===== src/rtl/fib_datapath_pkg.sv =====
// Shared opcode encodings and flag bit positions for the fibonacci datapath and its controller.
package fib_datapath_pkg;

  typedef enum logic [7:0] {
    OP_NOP   = 8'h00,
    OP_ADDU  = 8'h06,
    OP_SUB   = 8'h09,
    OP_CMP   = 8'h0B,
    OP_ADDUI = 8'h60
  } opcode_e;

  localparam int FL_L = 4;
  localparam int FL_Z = 3;
  localparam int FL_N = 2;
  localparam int FL_F = 1;
  localparam int FL_C = 0;

  localparam int FLAGS_W = 5;

endpackage


===== src/rtl/fib_datapath_alu_core.sv =====
// Combinational ALU: computes the result and the flags each opcode defines,
// with a per-bit update mask so the caller can hold every flag the op leaves alone.
module alu_core
  import fib_datapath_pkg::*;
#(
  parameter int DATA_W = 16
) (
  input  logic [DATA_W-1:0]  a,
  input  logic [DATA_W-1:0]  b,
  input  logic [7:0]         opcode,
  output logic [DATA_W-1:0]  result,
  output logic [FLAGS_W-1:0] flags_next,
  output logic [FLAGS_W-1:0] flags_upd,
  output logic               wr_ok,
  output logic               legal
);

  logic [DATA_W:0] sum;
  logic [DATA_W:0] diff;

  assign sum  = {1'b0, a} + {1'b0, b};
  assign diff = {1'b0, a} - {1'b0, b};

  always_comb begin
    result     = '0;
    flags_next = '0;
    flags_upd  = '0;
    wr_ok      = 1'b0;
    legal      = 1'b1;
    case (opcode)
      OP_ADDU, OP_ADDUI: begin
        result           = sum[DATA_W-1:0];
        wr_ok            = 1'b1;
        flags_next[FL_C] = sum[DATA_W];
        flags_next[FL_F] = (a[DATA_W-1] == b[DATA_W-1]) && (sum[DATA_W-1] != a[DATA_W-1]);
        flags_upd[FL_C]  = 1'b1;
        flags_upd[FL_F]  = 1'b1;
      end
      OP_SUB: begin
        result           = diff[DATA_W-1:0];
        wr_ok            = 1'b1;
        flags_next[FL_C] = diff[DATA_W];
        flags_next[FL_F] = (a[DATA_W-1] != b[DATA_W-1]) && (diff[DATA_W-1] != a[DATA_W-1]);
        flags_upd[FL_C]  = 1'b1;
        flags_upd[FL_F]  = 1'b1;
      end
      OP_CMP: begin
        flags_next[FL_L] = (a < b);
        flags_next[FL_Z] = (a == b);
        flags_next[FL_N] = ($signed(a) < $signed(b));
        flags_upd[FL_L]  = 1'b1;
        flags_upd[FL_Z]  = 1'b1;
        flags_upd[FL_N]  = 1'b1;
      end
      OP_NOP: ;
      default: legal = 1'b0;
    endcase
  end

endmodule


===== src/rtl/fib_datapath.sv =====
// Execution datapath: register file, flag register and display register driven
// by the controller's per-cycle control word; one ALU op per clock.
module fib_datapath
  import fib_datapath_pkg::*;
#(
  parameter int DATA_W   = 16,
  parameter int NUM_REGS = 16,
  parameter int OUT_REG  = 5
) (
  input  logic                        clk,
  input  logic                        reset,
  input  logic [NUM_REGS-1:0]         wEnable,
  input  logic [DATA_W-1:0]           Imm_in,
  input  logic [7:0]                  opcode,
  input  logic [$clog2(NUM_REGS)-1:0] Rdest_sel,
  input  logic [$clog2(NUM_REGS)-1:0] Rsrc_sel,
  input  logic                        Imm_sel,
  input  logic [$clog2(NUM_REGS)-1:0] dbg_sel,
  output logic [FLAGS_W-1:0]          Flags_out,
  output logic [DATA_W-1:0]           out_data,
  output logic [DATA_W-1:0]           dbg_data,
  output logic                        illegal_op
);

  logic [DATA_W-1:0]  regs [NUM_REGS];
  logic [FLAGS_W-1:0] flags_q;
  logic [DATA_W-1:0]  op_a;
  logic [DATA_W-1:0]  op_b;
  logic [DATA_W-1:0]  alu_result;
  logic [FLAGS_W-1:0] alu_flags;
  logic [FLAGS_W-1:0] alu_upd;
  logic               alu_wr_ok;
  logic               alu_legal;

  assign op_a     = regs[Rdest_sel];
  assign op_b     = Imm_sel ? regs[Rsrc_sel] : Imm_in;
  assign dbg_data = regs[dbg_sel];

  alu_core #(.DATA_W(DATA_W)) u_alu (
    .a          (op_a),
    .b          (op_b),
    .opcode     (opcode),
    .result     (alu_result),
    .flags_next (alu_flags),
    .flags_upd  (alu_upd),
    .wr_ok      (alu_wr_ok),
    .legal      (alu_legal)
  );

  // out_data tracks the value R[OUT_REG] takes at this edge, so it never lags the register.
  always_ff @(posedge clk) begin
    if (reset) begin
      for (int k = 0; k < NUM_REGS; k++) regs[k] <= '0;
      flags_q    <= '0;
      out_data   <= '0;
      illegal_op <= 1'b0;
    end else begin
      if (alu_wr_ok) begin
        for (int k = 0; k < NUM_REGS; k++) begin
          if (wEnable[k]) regs[k] <= alu_result;
        end
      end
      flags_q  <= (flags_q & ~alu_upd) | (alu_flags & alu_upd);
      out_data <= (alu_wr_ok && wEnable[OUT_REG]) ? alu_result : regs[OUT_REG];
      if (!alu_legal) illegal_op <= 1'b1;
    end
  end

  // CMP results are forwarded in the same cycle so the controller can branch without a wait state.
  always_comb begin
    Flags_out = flags_q;
    if (opcode == OP_CMP) begin
      Flags_out[FL_L] = alu_flags[FL_L];
      Flags_out[FL_Z] = alu_flags[FL_Z];
      Flags_out[FL_N] = alu_flags[FL_N];
    end
  end

endmodule


===== config.mk =====
export PLATFORM = sky130hd
export DESIGN_NAME = fib_datapath
export DESIGN_NICKNAME = d
export VERILOG_FILES = /design/src/rtl/fib_datapath_pkg.sv /design/src/rtl/fib_datapath_alu_core.sv /design/src/rtl/fib_datapath.sv
export SDC_FILE = /design/constraint.sdc
export NUM_CORES = 1
export LEC_CHECK = 0
export ABC_AREA = 1
export BUFFER_PORTS_ARGS = -buffer_cell sky130_fd_sc_hd__clkbuf_2
export CAP_MARGIN = 20
export CELL_PAD_IN_SITES_DETAIL_PLACEMENT = 0
export CELL_PAD_IN_SITES_GLOBAL_PLACEMENT = 1
export CORE_MARGIN = 2
export CORE_UTILIZATION = 50
export CTS_CLUSTER_SIZE = 14
export DETAILED_ROUTE_END_ITERATION = 7
export PLACE_DENSITY_LB_ADDON = 0.1
export SYNTH_ARGS = -nofsm -noshare
export SYNTH_HDL_FRONTEND = slang
export SYNTH_HIERARCHICAL = 1
export SYNTH_SLANG_ARGS = --single-unit

===== constraint.sdc =====
create_clock -name clk -period 5.73 [get_ports clk]
set_clock_uncertainty 0.2 [all_clocks]
set_input_delay 1.146 -clock clk [delete_from_list [all_inputs] [get_ports clk]]
set_output_delay 1.146 -clock clk [all_outputs]
set_load 0.02 [all_outputs]

==> flow_metrics.py, run 1 <==
metrics = {
    "cts": {
        "clkTransAtPathRegs_ps": 50,
        "cts_buffer_depth": 3,
        "h-tree-depth": 2,
        "clock_latency_ps": 550,
        "numCtsBuffers": 34,
        "cts_sinks": 278,
        "tritoncts": "built",
        "cts_root_buffer": "clkbuf_16",
        "post-cts-setup-buffer-count": 0,
    },
    "synthesis": {
        "yosysTopAreaCell": "edfxtp_1",
        "ys_async_sr_fraction_pct": 0,
        "synth_ff_type": "edfxtp_1",
        "ys_ff_latch": 278,
        "synth_area_leaders": "edfxtp_1 39%, nand2_1 14%, nand3_1 11%",
        "ys_types": 39,
        "synth_warnings": 6,
        "yosysSeqAreaShare_pct": 41.17,
        "synth_edf_count": 256,
        "yosys.area.top_type_share_pct": 38.94,
        "avgSynthCellArea_sq_um": 7.347,
        "synth_fp_nets": 2776,
        "netlist_area_sq_um": 19740,
        "synthCells": 2687,
    },
    "die": {
        "rows": 72,
        "dieWidth_microns": 202.7,
        "design.die.area_sq_um": 41090,
        "fp.dieH_microns": 202.7,
        "coreArea_sq_um": 38830,
        "initial_core_util_pct": 50.85,
        "num_io_pins": 93,
    },
    "timing": {
        "max_slew_margin_pct": 27.68,
        "whs_ps": 253.3,
        "fin_crit_sh_pct": 97.43,
        "finalHoldViolCount": 0,
        "final.setup.tns_ps": 0,
        "setup_viol": 0,
        "worst_slew_pin_slew_ps": 1082,
        "setup_ws_ps": 147.3,
        "fin_crit_ps": 5583,
        "fmax_mhz": 179.1,
        "maxSlewViolCount": 0,
    },
    "pwr": {
        "p_total_mw": 5.829,
        "power_frac_clock_pct": 36.9,
        "power_switching_mw": 1.872,
        "p_leak_nw": 9.202,
        "p_int_mw": 3.957,
        "p_sw_share_pct": 32.11,
        "peakVddDrop_mv": 0.3351,
        "power_frac_seq_pct": 40.0,
        "power_frac_comb_pct": 23.1,
        "p_per_area_nw_per_um2": 267.4,
    },
    "cells_and_area": {
        "final_common_cell": "nand2_1",
        "nNetsFinal": 2787,
        "stdcell_area_sq_um": 21800,
        "drive_above_1_share_pct": 11.17,
        "post-route-util_pct": 56.14,
        "fin_cells": 3241,
        "area_growth_pct": 10.40,
        "final_cell_mix": "730 x nand2_1, 442 x nand3_1, 256 x edfxtp_1",
    },
    "placed_design": {
        "numPortBuffers": 92,
        "place_congestion": 0.9752,
        "numPlacedInstances": 3177,
        "dp_hpwl_microns": 52170,
        "dpl_cell_area_sq_um": 20570,
        "preCtsSetupSlack_ps": 20.03,
    },
    "grt": {
        "grt_pass1_vias": 18810,
        "antenna_found_initial": 2,
        "overflow": 0,
        "grt.total_usage_pct": 38.41,
        "grt_max_degree": 89,
        "grt_pass1_wl_microns": 117200,
    },
    "hold_path": {
        "holdCritPathClass": "flip-flop to flip-flop",
        "min_path_cells": 2,
    },
    "detailed_routing": {
        "num_vias": 19940,
        "drcViolationCount": 0,
        "wl_per_cell_microns": 24.58,
        "via_per_inst": 6.152,
        "drt_pre_antenna_iters": 6,
        "drtIter0Drc": 2715,
        "drt_wl_total_microns": 79650,
        "drtAntennaViolNets": 0,
    },
    "setup_path": {
        "ff2ff_setup_slack_ps": 1800,
        "max_stage_delay_ps": 450,
        "r2r_cells": 18,
        "worstPathRequired_ps": 4380,
        "crit_fanout": 54,
        "crit_top_cell": "nand2_1",
        "critical_path.slowest_cell": "ha_1",
        "critical_path_arrival_ps": 4240,
        "start_kind": "input port",
        "crit_path_cell_trace": "buf_12, buf_4, a21oi_1, o21ai_0, nand3_1, nand3_1, nand2_1, ha_1, nand2_1, nor2_2, nand2_1, nor4_2, buf_4, inv_1, o21ai_0, clkbuf_2",
        "worst_setup_path_end_kind": "output port",
        "worst-setup-path-type": "input port to output port",
    },
    "flow_run": {
        "drv_cap": 0,
    },
    "outcome": {
        "run_status": "completed",
    },
}
-- critical path: cells and delay by family --
family	cells	cell delay (ps)
fa+ha+maj	1	450
buf+inv	5	920
compound gates	3	370
simple gates	7	1310
-- routing by layer --
metal	GRT usage [%]	part of all wire [%]	up-vias
met5	0	0.014	-
met4	18.53	5.0	2
met3	7.560	12	224
met2	59.49	45	1248
met1	51.72	39	9424
li1	-	-	9042
-- area by class of cell --
class	count	area (sq um)
clock inverters	12	121.4
inverters	265	1011
clock buffers	48	954.7
diodes	1	2.502
repair buffers	190	1623
multi-input cells	1929	9308
flip-flops and latches	278	8128
fillers	3739	17030
well taps	518	648.1
-- power by group through the flow --
| stage | clock network, mW | logic, mW | registers, mW |
|---|---|---|---|
| 6_report | 2.15 | 1.35 | 2.33 |
| 5_1_grt | 2.23 | 1.46 | 2.34 |
| 4_1_cts | 2.15 | 1.30 | 2.33 |
| 3_5_place_dp | 0 | 1.29 | 2.37 |
| 3_3_place_gp | 0 | 1.27 | 2.37 |
| 2_1_floorplan | 0 | 0.864 | 2.36 |
-- final timing paths --
check	from	to
max	Rdest_sel[0]	Flags_out[3]
min	illegal_op	illegal_op
max reg2reg	regs[5][3]	regs[12][13]
min reg2reg	illegal_op	illegal_op
-- kinds of logic (layout without fill, tap and decap cells) --
family,count (synthesis),count (layout),synth area share (%)
and+or+nand+nor,1432,1432,31.02
adders and majority gates,34,34,2.231
DFF,278,278,41.17
AOI/OAI and AO/OA,458,458,13.52
xor gates and xnor gates,5,5,0.2219
buffers and inverters,480,515,11.84
other,0,1,0
-- registers in the layout, indices dropped and copies added, names as in the netlist, named ones only --
| register | count |
|---|---|
| regs | 256 |
| out_data | 16 |
| illegal_op | 1 |
-- what timing repair did --
item	4_1_cts	5_1_grt
resized for setup	0	19
hold buffers	0	0
endpoints found under the setup margin	0	3
endpoints found under the hold margin	0	0
-- cells in the mapped netlist (2+ instances only) --
library cell  count
nand2_4           2
buf_4            17
xor2_1            3
nand3_1         442
inv_2            15
ha_1             32
clkbuf_1         67
xnor2_1           2
fa_1              2
nor2_4            2
o211ai_1        128
a21oi_1         152
buf_6            49
nor3_2            2
buf_1            10
dfxtp_1          22
nor3_1            4
nand2_1         733
o21bai_1          2
inv_1           248
edfxtp_1        256
a21oi_2           6
nand2_2          11
nor2_2            6
buf_2            71
nand3_2           9
nor2_1          208
o22ai_1          17
o21ai_0         151
nand4_1           9
Power figures use the tool's default switching activity.
==> inputs of run 2 (changes only) <==
==> constraint.sdc (replaced) <==
create_clock -name clk -period 5.73 [get_ports clk]
set_clock_uncertainty 0.2 [all_clocks]
set_input_delay 0 -clock clk [delete_from_list [all_inputs] [get_ports clk]]
set_output_delay 0 -clock clk [all_outputs]
set_load 0.02 [all_outputs]
==> run 2 against run 1 <==
Compared with the run above:
- count of clock-buffer cells in the layout fell by 15
- routed wire length fell by 3.5%
- via count fell by 2.0%
- core utilization fell by 1.5 points
- die area did not move
- critical path type unchanged
- critical endpoint is now Flags_out[4]
- largest power group unchanged
- highest routed layer unchanged
==> flow_metrics.py, run 2 (same netlist as run 1, synthesis figures left out) <==
metrics = {
    "grt": {
        "grt_pass1_vias": 18040,
        "grt_max_degree": 115,
        "antenna_found_initial": 2,
        "grt_pass1_wl_microns": 113900,
        "overflow": 0,
        "grt.total_usage_pct": 37.06,
    },
    "cells_and_area": {
        "area_growth_pct": 7.459,
        "antenna_cells": 0,
        "final_common_cell": "nand2_1",
        "nNetsFinal": 2743,
        "drive_above_1_share_pct": 9.111,
        "post-route-util_pct": 54.64,
        "stdcell_area_sq_um": 21220,
        "fin_cells": 3196,
        "top_register": "regs",
        "top_regs": "regs (256), out_data (16), illegal_op (1)",
        "largest_reg_flops": 256,
        "final_cell_mix": "733 x nand2_1, 441 x nand3_1, 256 x edfxtp_1",
    },
    "setup_path": {
        "start_kind": "input port",
        "r2r_start": "regs[10][9]",
        "critical_path_arrival_ps": 3990,
        "crit_fanout": 53,
        "ff2ff_setup_slack_ps": 1730,
        "startpoint": "Rsrc_sel[0]",
        "rr_endpoint": "regs[11][15]",
        "max_stage_delay_ps": 440,
        "r2r_cells": 20,
        "critical-path-top-delay-family": "simple AND/OR/NAND/NOR gates",
        "critical_path_buf_inv_count": 6,
        "critical_path.slowest_cell": "inv_4",
        "worst-setup-path-type": "input port to output port",
        "crit_top_cell": "nand2_1",
        "worst_setup_path_end_kind": "output port",
        "worstPathRequired_ps": 5530,
    },
    "cts": {
        "cts_buffer_depth": 3,
        "cts_sinks": 278,
        "tritoncts": "built",
        "cts_resized": 0,
        "h-tree-depth": 1,
        "clkTransAtPathRegs_ps": 60,
        "clock_latency_ps": 600,
        "numCtsBuffers": 30,
        "cts_root_buffer": "clkbuf_16",
    },
    "timing": {
        "worst_slew_pin_slew_ps": 1144,
        "max_slew_margin_pct": 23.55,
        "fin_crit_ps": 4189,
        "rsz0062_at_grt": "false",
        "maxSlewViolCount": 0,
        "whs_ps": 26.65,
        "setup_ws_ps": 1541,
        "setup_viol": 0,
        "final.setup.tns_ps": 0,
        "fin_crit_sh_pct": 73.11,
        "fmax_mhz": 238.7,
        "finalHoldViolCount": 0,
    },
    "detailed_routing": {
        "drt-met1-wl_microns": 30120,
        "top_layer_used": "met5",
        "wl_per_cell_microns": 24.06,
        "drtAntennaViolNets": 0,
        "drt_pre_antenna_iters": 7,
        "num_vias": 19540,
        "dr_wl_met2_microns": 34410,
        "via_per_inst": 6.113,
        "wl_met3_microns": 8318,
        "drt_wl_total_microns": 76890,
        "drtIter0Drc": 2572,
        "drcViolationCount": 0,
    },
    "hold_path": {
        "min_from": "wEnable[14]",
        "holdCritPathClass": "input port to flip-flop",
        "worstHoldEndpoint": "regs[14][9]",
        "min_path_cells": 3,
    },
    "placed_design": {
        "preCtsSetupSlack_ps": 1268,
        "dpl_cell_area_sq_um": 19950,
        "numPortBuffers": 92,
        "place_congestion": 0.9255,
        "numPlacedInstances": 3121,
        "dp_hpwl_microns": 50150,
    },
    "die": {
        "design.die.area_sq_um": 41090,
        "rows": 72,
        "initial_core_util_pct": 50.85,
        "fp.dieH_microns": 202.7,
        "coreArea_sq_um": 38830,
        "num_io_pins": 93,
        "dieWidth_microns": 202.7,
    },
    "pwr": {
        "p_per_area_nw_per_um2": 268.4,
        "peakVddDrop_mv": 0.2435,
        "p_total_mw": 5.694,
        "p_leak_nw": 8.895,
    },
    "outcome": {
        "run_status": "completed",
    },
    "flow_run": {
        "drv_cap": 0,
    },
}
## run 2: changes by cell type in the layout (fill, tap and decap cells not counted), moves of 5 or more
cell           delta
buf_4            -39
clkbuf_16         -7
dlygate4sd3_1    +19
inv_4             +5
clkbuf_1         -10
buf_12           -15
## run 2: worst max path at each step
stage,slack [ps],end,depth (start not counted)
2_1_floorplan,2830,regs[10][8],22
3_3_place_gp,1280,regs[14][13],23
3_5_place_dp,1270,regs[15][15],23
4_1_cts,1660,Flags_out[3],22
5_1_grt,1270,Flags_out[4],22
6_report,1540,Flags_out[4],25
## run 2: per-layer routing
metal	global-route usage [%]	vias up
li1	-	8955
met1	50.11	9168
met2	58.76	1189
met4	17.52	4
met5	0	-
met3	5.457	222
## run 2: worst reg2reg max path, stage by stage (launching register included)
cell and delay [ps]:
edfxtp_1 380, nand2_1 70, nand3_1 90, nand3_1 90, nand2_1 200, nand2_1 100
nand2_1 100, nand2_1 140, nand2_1 140, inv_1 50, ha_1 460, nand2_4 160
inv_1 60, nand2_1 60, nand2_1 80, a21oi_2 310, nand3_1 130, nand3_1 100
nand2_1 200, inv_1 400, nor2_1 190
## run 2: timing repair
item                      4_1_cts  5_1_grt
hold endpoints to repair      142        0
hold buffers                   19        0
setup buffers                   0        0
## run 2: final cells by class
type / instances / area, sq um
Clock inverter: 23 / 271.5
Timing Repair Buffer: 150 / 1081
Tap cell: 518 / 648.1
Sequential cell: 278 / 8128
Fill cell: 3703 / 17610
Inverter: 265 / 1001
Clock buffer: 33 / 803.3
Multi-Input combinational cell: 1929 / 9283
## run 2: power by group
| group | internal, mW | switching [mW] |
|---|---|---|
| logic | 0.350 | 0.896 |
| registers | 2.28 | 0.0465 |
| clock network | 1.24 | 0.875 |
| total | 3.88 | 1.82 |
==> inputs of run 3 (changes only) <==
--- a/config.mk
+++ b/config.mk
@@ -5,13 +5,13 @@
 export SDC_FILE = /design/constraint.sdc
 export NUM_CORES = 1
 export LEC_CHECK = 0
-export ABC_AREA = 1
+export ABC_AREA = 0
 export BUFFER_PORTS_ARGS = -buffer_cell sky130_fd_sc_hd__clkbuf_2
 export CAP_MARGIN = 20
 export CELL_PAD_IN_SITES_DETAIL_PLACEMENT = 0
 export CELL_PAD_IN_SITES_GLOBAL_PLACEMENT = 1
 export CORE_MARGIN = 2
-export CORE_UTILIZATION = 50
+export CORE_UTILIZATION = 53
 export CTS_CLUSTER_SIZE = 14
 export DETAILED_ROUTE_END_ITERATION = 7
 export PLACE_DENSITY_LB_ADDON = 0.1
==> constraint.sdc (replaced) <==
create_clock -name clk -period 4.4 [get_ports clk]
set_clock_uncertainty 0.2 [all_clocks]
set_input_delay 0 -clock clk [delete_from_list [all_inputs] [get_ports clk]]
set_output_delay 0 -clock clk [all_outputs]
set_load 0.02 [all_outputs]
==> run 3 against run 2 <==
Compared with the run above:
- synthesized cell count fell by 55%
- worst setup slack worse by 1500 ps
- combinational power increased by 50%
- first-iteration DRC count shrank 35%
- clock power up 24%
- cell area shrank 1.8%
- non-clock buffer count increased by 103
==> flow_metrics.py, run 3 <==
metrics = {
    "timing": {
        "fin_crit_sh_pct": 98.10,
        "whs_ps": 23.54,
        "worst_slew_pin_slew_ps": 1107,
        "finalHoldViolCount": 0,
        "fin_crit_ps": 4317,
        "setup_ws_ps": 83.43,
        "final.setup.tns_ps": 0,
        "fmax_mhz": 231.7,
        "maxSlewViolCount": 0,
        "rsz0062_at_grt": "true",
        "max_slew_margin_pct": 26.23,
        "setup_viol": 0,
    },
    "cells_and_area": {
        "antenna_cells": 0,
        "post-route-util_pct": 63.71,
        "largest_reg_flops": 256,
        "fin_cells": 1854,
        "nNetsFinal": 1477,
        "top_register": "regs",
        "final_cell_mix": "256 x edfxtp_1, 197 x nor2_1, 144 x mux4_2",
        "area_growth_pct": 18.07,
        "drive_above_1_share_pct": 33.92,
        "final_common_cell": "edfxtp_1",
        "stdcell_area_sq_um": 20830,
        "top_regs": "regs (256), out_data (16), illegal_op (1)",
    },
    "hold_path": {
        "min_path_cells": 7,
        "holdCritPathClass": "input port to flip-flop",
    },
    "cts": {
        "cts_sinks": 278,
        "cts_buffer_depth": 3,
        "numCtsBuffers": 31,
        "cts_root_buffer": "clkbuf_16",
        "tritoncts": "built",
        "clkTransAtPathRegs_ps": 60,
        "clock_latency_ps": 590,
        "h-tree-depth": 1,
    },
    "synthesis": {
        "yosys.area.top_type_share_pct": 43.57,
        "ys_types": 65,
        "avgSynthCellArea_sq_um": 14.52,
        "yosysTopAreaCell": "edfxtp_1",
        "yosysSeqAreaShare_pct": 46.06,
        "synth_area_leaders": "edfxtp_1 44%, mux4_2 18%, mux4_1 13%",
        "synth_fp_nets": 1304,
        "synth_most_common_cell": "edfxtp_1",
        "synth_warnings": 6,
        "netlist_area_sq_um": 17640,
        "synth_edf_count": 256,
        "synth_ff_type": "edfxtp_1",
        "ys_top_cells_by_count": "256 x edfxtp_1, 204 x nor2_1, 140 x mux4_2",
        "synthCells": 1215,
        "ys_async_sr_fraction_pct": 0,
        "ys_ff_latch": 278,
    },
    "setup_path": {
        "worst-setup-path-type": "flip-flop to flip-flop",
        "r2r_cells": 18,
        "crit_fanout": 5,
        "critical_path_buf_inv_count": 7,
        "worst_setup_path_end_kind": "flip-flop",
        "crit_top_cell": "buf_4",
        "max_stage_delay_ps": 580,
        "worstPathRequired_ps": 4520,
        "critical-path-top-delay-family": "multiplexers",
        "crit_path_cell_trace": "mux4_1, mux4_2, ha_4, nand2_1, o21ai_2, a21o_1, a31oi_2, buf_4, buf_4, buf_4, buf_4, buf_4, buf_4, a31oi_4, a2bb2oi_2, nand2b_4, buf_6, nor2_2",
        "critical_path_arrival_ps": 4440,
        "critical_path.slowest_cell": "mux4_2",
        "crit_cells": 18,
        "start_kind": "flip-flop",
    },
    "detailed_routing": {
        "drt_pre_antenna_iters": 5,
        "wl_per_cell_microns": 32.32,
        "drcViolationCount": 0,
        "wl_met3_microns": 6721,
        "drtAntennaViolNets": 0,
        "dr_wl_met2_microns": 28440,
        "num_vias": 13120,
        "drt-met1-wl_microns": 21780,
        "top_layer_used": "met4",
        "drtIter0Drc": 1660,
        "via_per_inst": 7.074,
        "drt_wl_total_microns": 59930,
    },
    "die": {
        "initial_core_util_pct": 53.96,
        "dieWidth_microns": 186.5,
        "design.die.area_sq_um": 34770,
        "coreArea_sq_um": 32700,
        "fp.dieH_microns": 186.5,
        "num_io_pins": 93,
        "rows": 66,
    },
    "outcome": {
        "run_status": "completed",
    },
    "grt": {
        "grt_pass1_vias": 12980,
        "antenna_found_initial": 0,
        "grt_pass1_wl_microns": 86900,
        "grt_max_degree": 62,
        "overflow": 0,
        "grt.total_usage_pct": 34.41,
    },
    "pwr": {
        "p_per_area_nw_per_um2": 368.9,
        "peakVddDrop_mv": 0.3309,
        "p_leak_nw": 8.042,
        "p_total_mw": 7.685,
    },
    "placed_design": {
        "numPlacedInstances": 1749,
        "preCtsSetupSlack_ps": 122.6,
        "dp_hpwl_microns": 39460,
        "dpl_cell_area_sq_um": 19070,
        "place_congestion": 0.9048,
        "numPortBuffers": 92,
    },
    "flow_run": {
        "drv_cap": 0,
    },
}
## run 3: power breakdown
| group | switching [mW] | internal [mW] | leakage, nW | total, mW |
|---|---|---|---|---|
| Clock | 1.08 | 1.55 | 0.503 | 2.63 |
| Combinational | 1.03 | 0.859 | 4.72 | 1.88 |
| Sequential | 0.110 | 3.06 | 2.82 | 3.18 |
| Total | 2.22 | 5.47 | 8.04 | 7.69 |
## run 3: layout make-up
cell class | instances | area [sq um]
inverters | 54 | 205.2
clock inverters | 19 | 215.2
flip-flops and latches | 278 | 8128
well taps | 442 | 553.0
clock buffers | 38 | 812.0
multi-input cells | 770 | 8966
fillers | 2478 | 11870
repair buffers | 253 | 1953
## run 3: worst min-delay path, stage by stage
cell and delay [ps]:
clkbuf_2 110, nand3_1 140, nor2_1 50, nand2_1 160, nor3_2 90, mux2i_1 140
nor2_1 50
## run 3: cell families after synthesis
kind of cell / after synthesis / share of synthesized area [%]
flops: 278 / 46.06
fa+ha+maj: 34 / 2.496
buf+inv: 167 / 4.673
compound gates: 178 / 7.162
xor+xnor: 3 / 0.1489
simple gates: 306 / 7.637
mux: 249 / 31.82
## run 3: layer usage
metal | global-route usage (%) | up-vias
met5 | 0 | -
met4 | 13.80 | 0
li1 | - | 5282
met2 | 55.35 | 999
met1 | 46.00 | 6650
met3 | 7.805 | 185
## run 3: path summary, 6_finish.rpt
check,startpoint,to,slack (ps)
worst min-delay path,opcode[3],flip-flop,20
worst max register to register,regs[5][4],regs[8][12],80
worst max-delay path,regs[5][4],regs[8][12],80
worst min register to register,flip-flop,flip-flop,300
## run 3: timing repair
| action | in CTS | in global routing |
|---|---|---|
| pin swaps | 7 | 21 |
| buffers inserted | 14 | 8 |
| gates resized for setup | 19 | 50 |
| hold buffers | 24 | 0 |
| endpoints found under the setup margin | 2 | 30 |
| endpoints found under the hold margin | 376 | 0 |
| cloned | 0 | 1 |
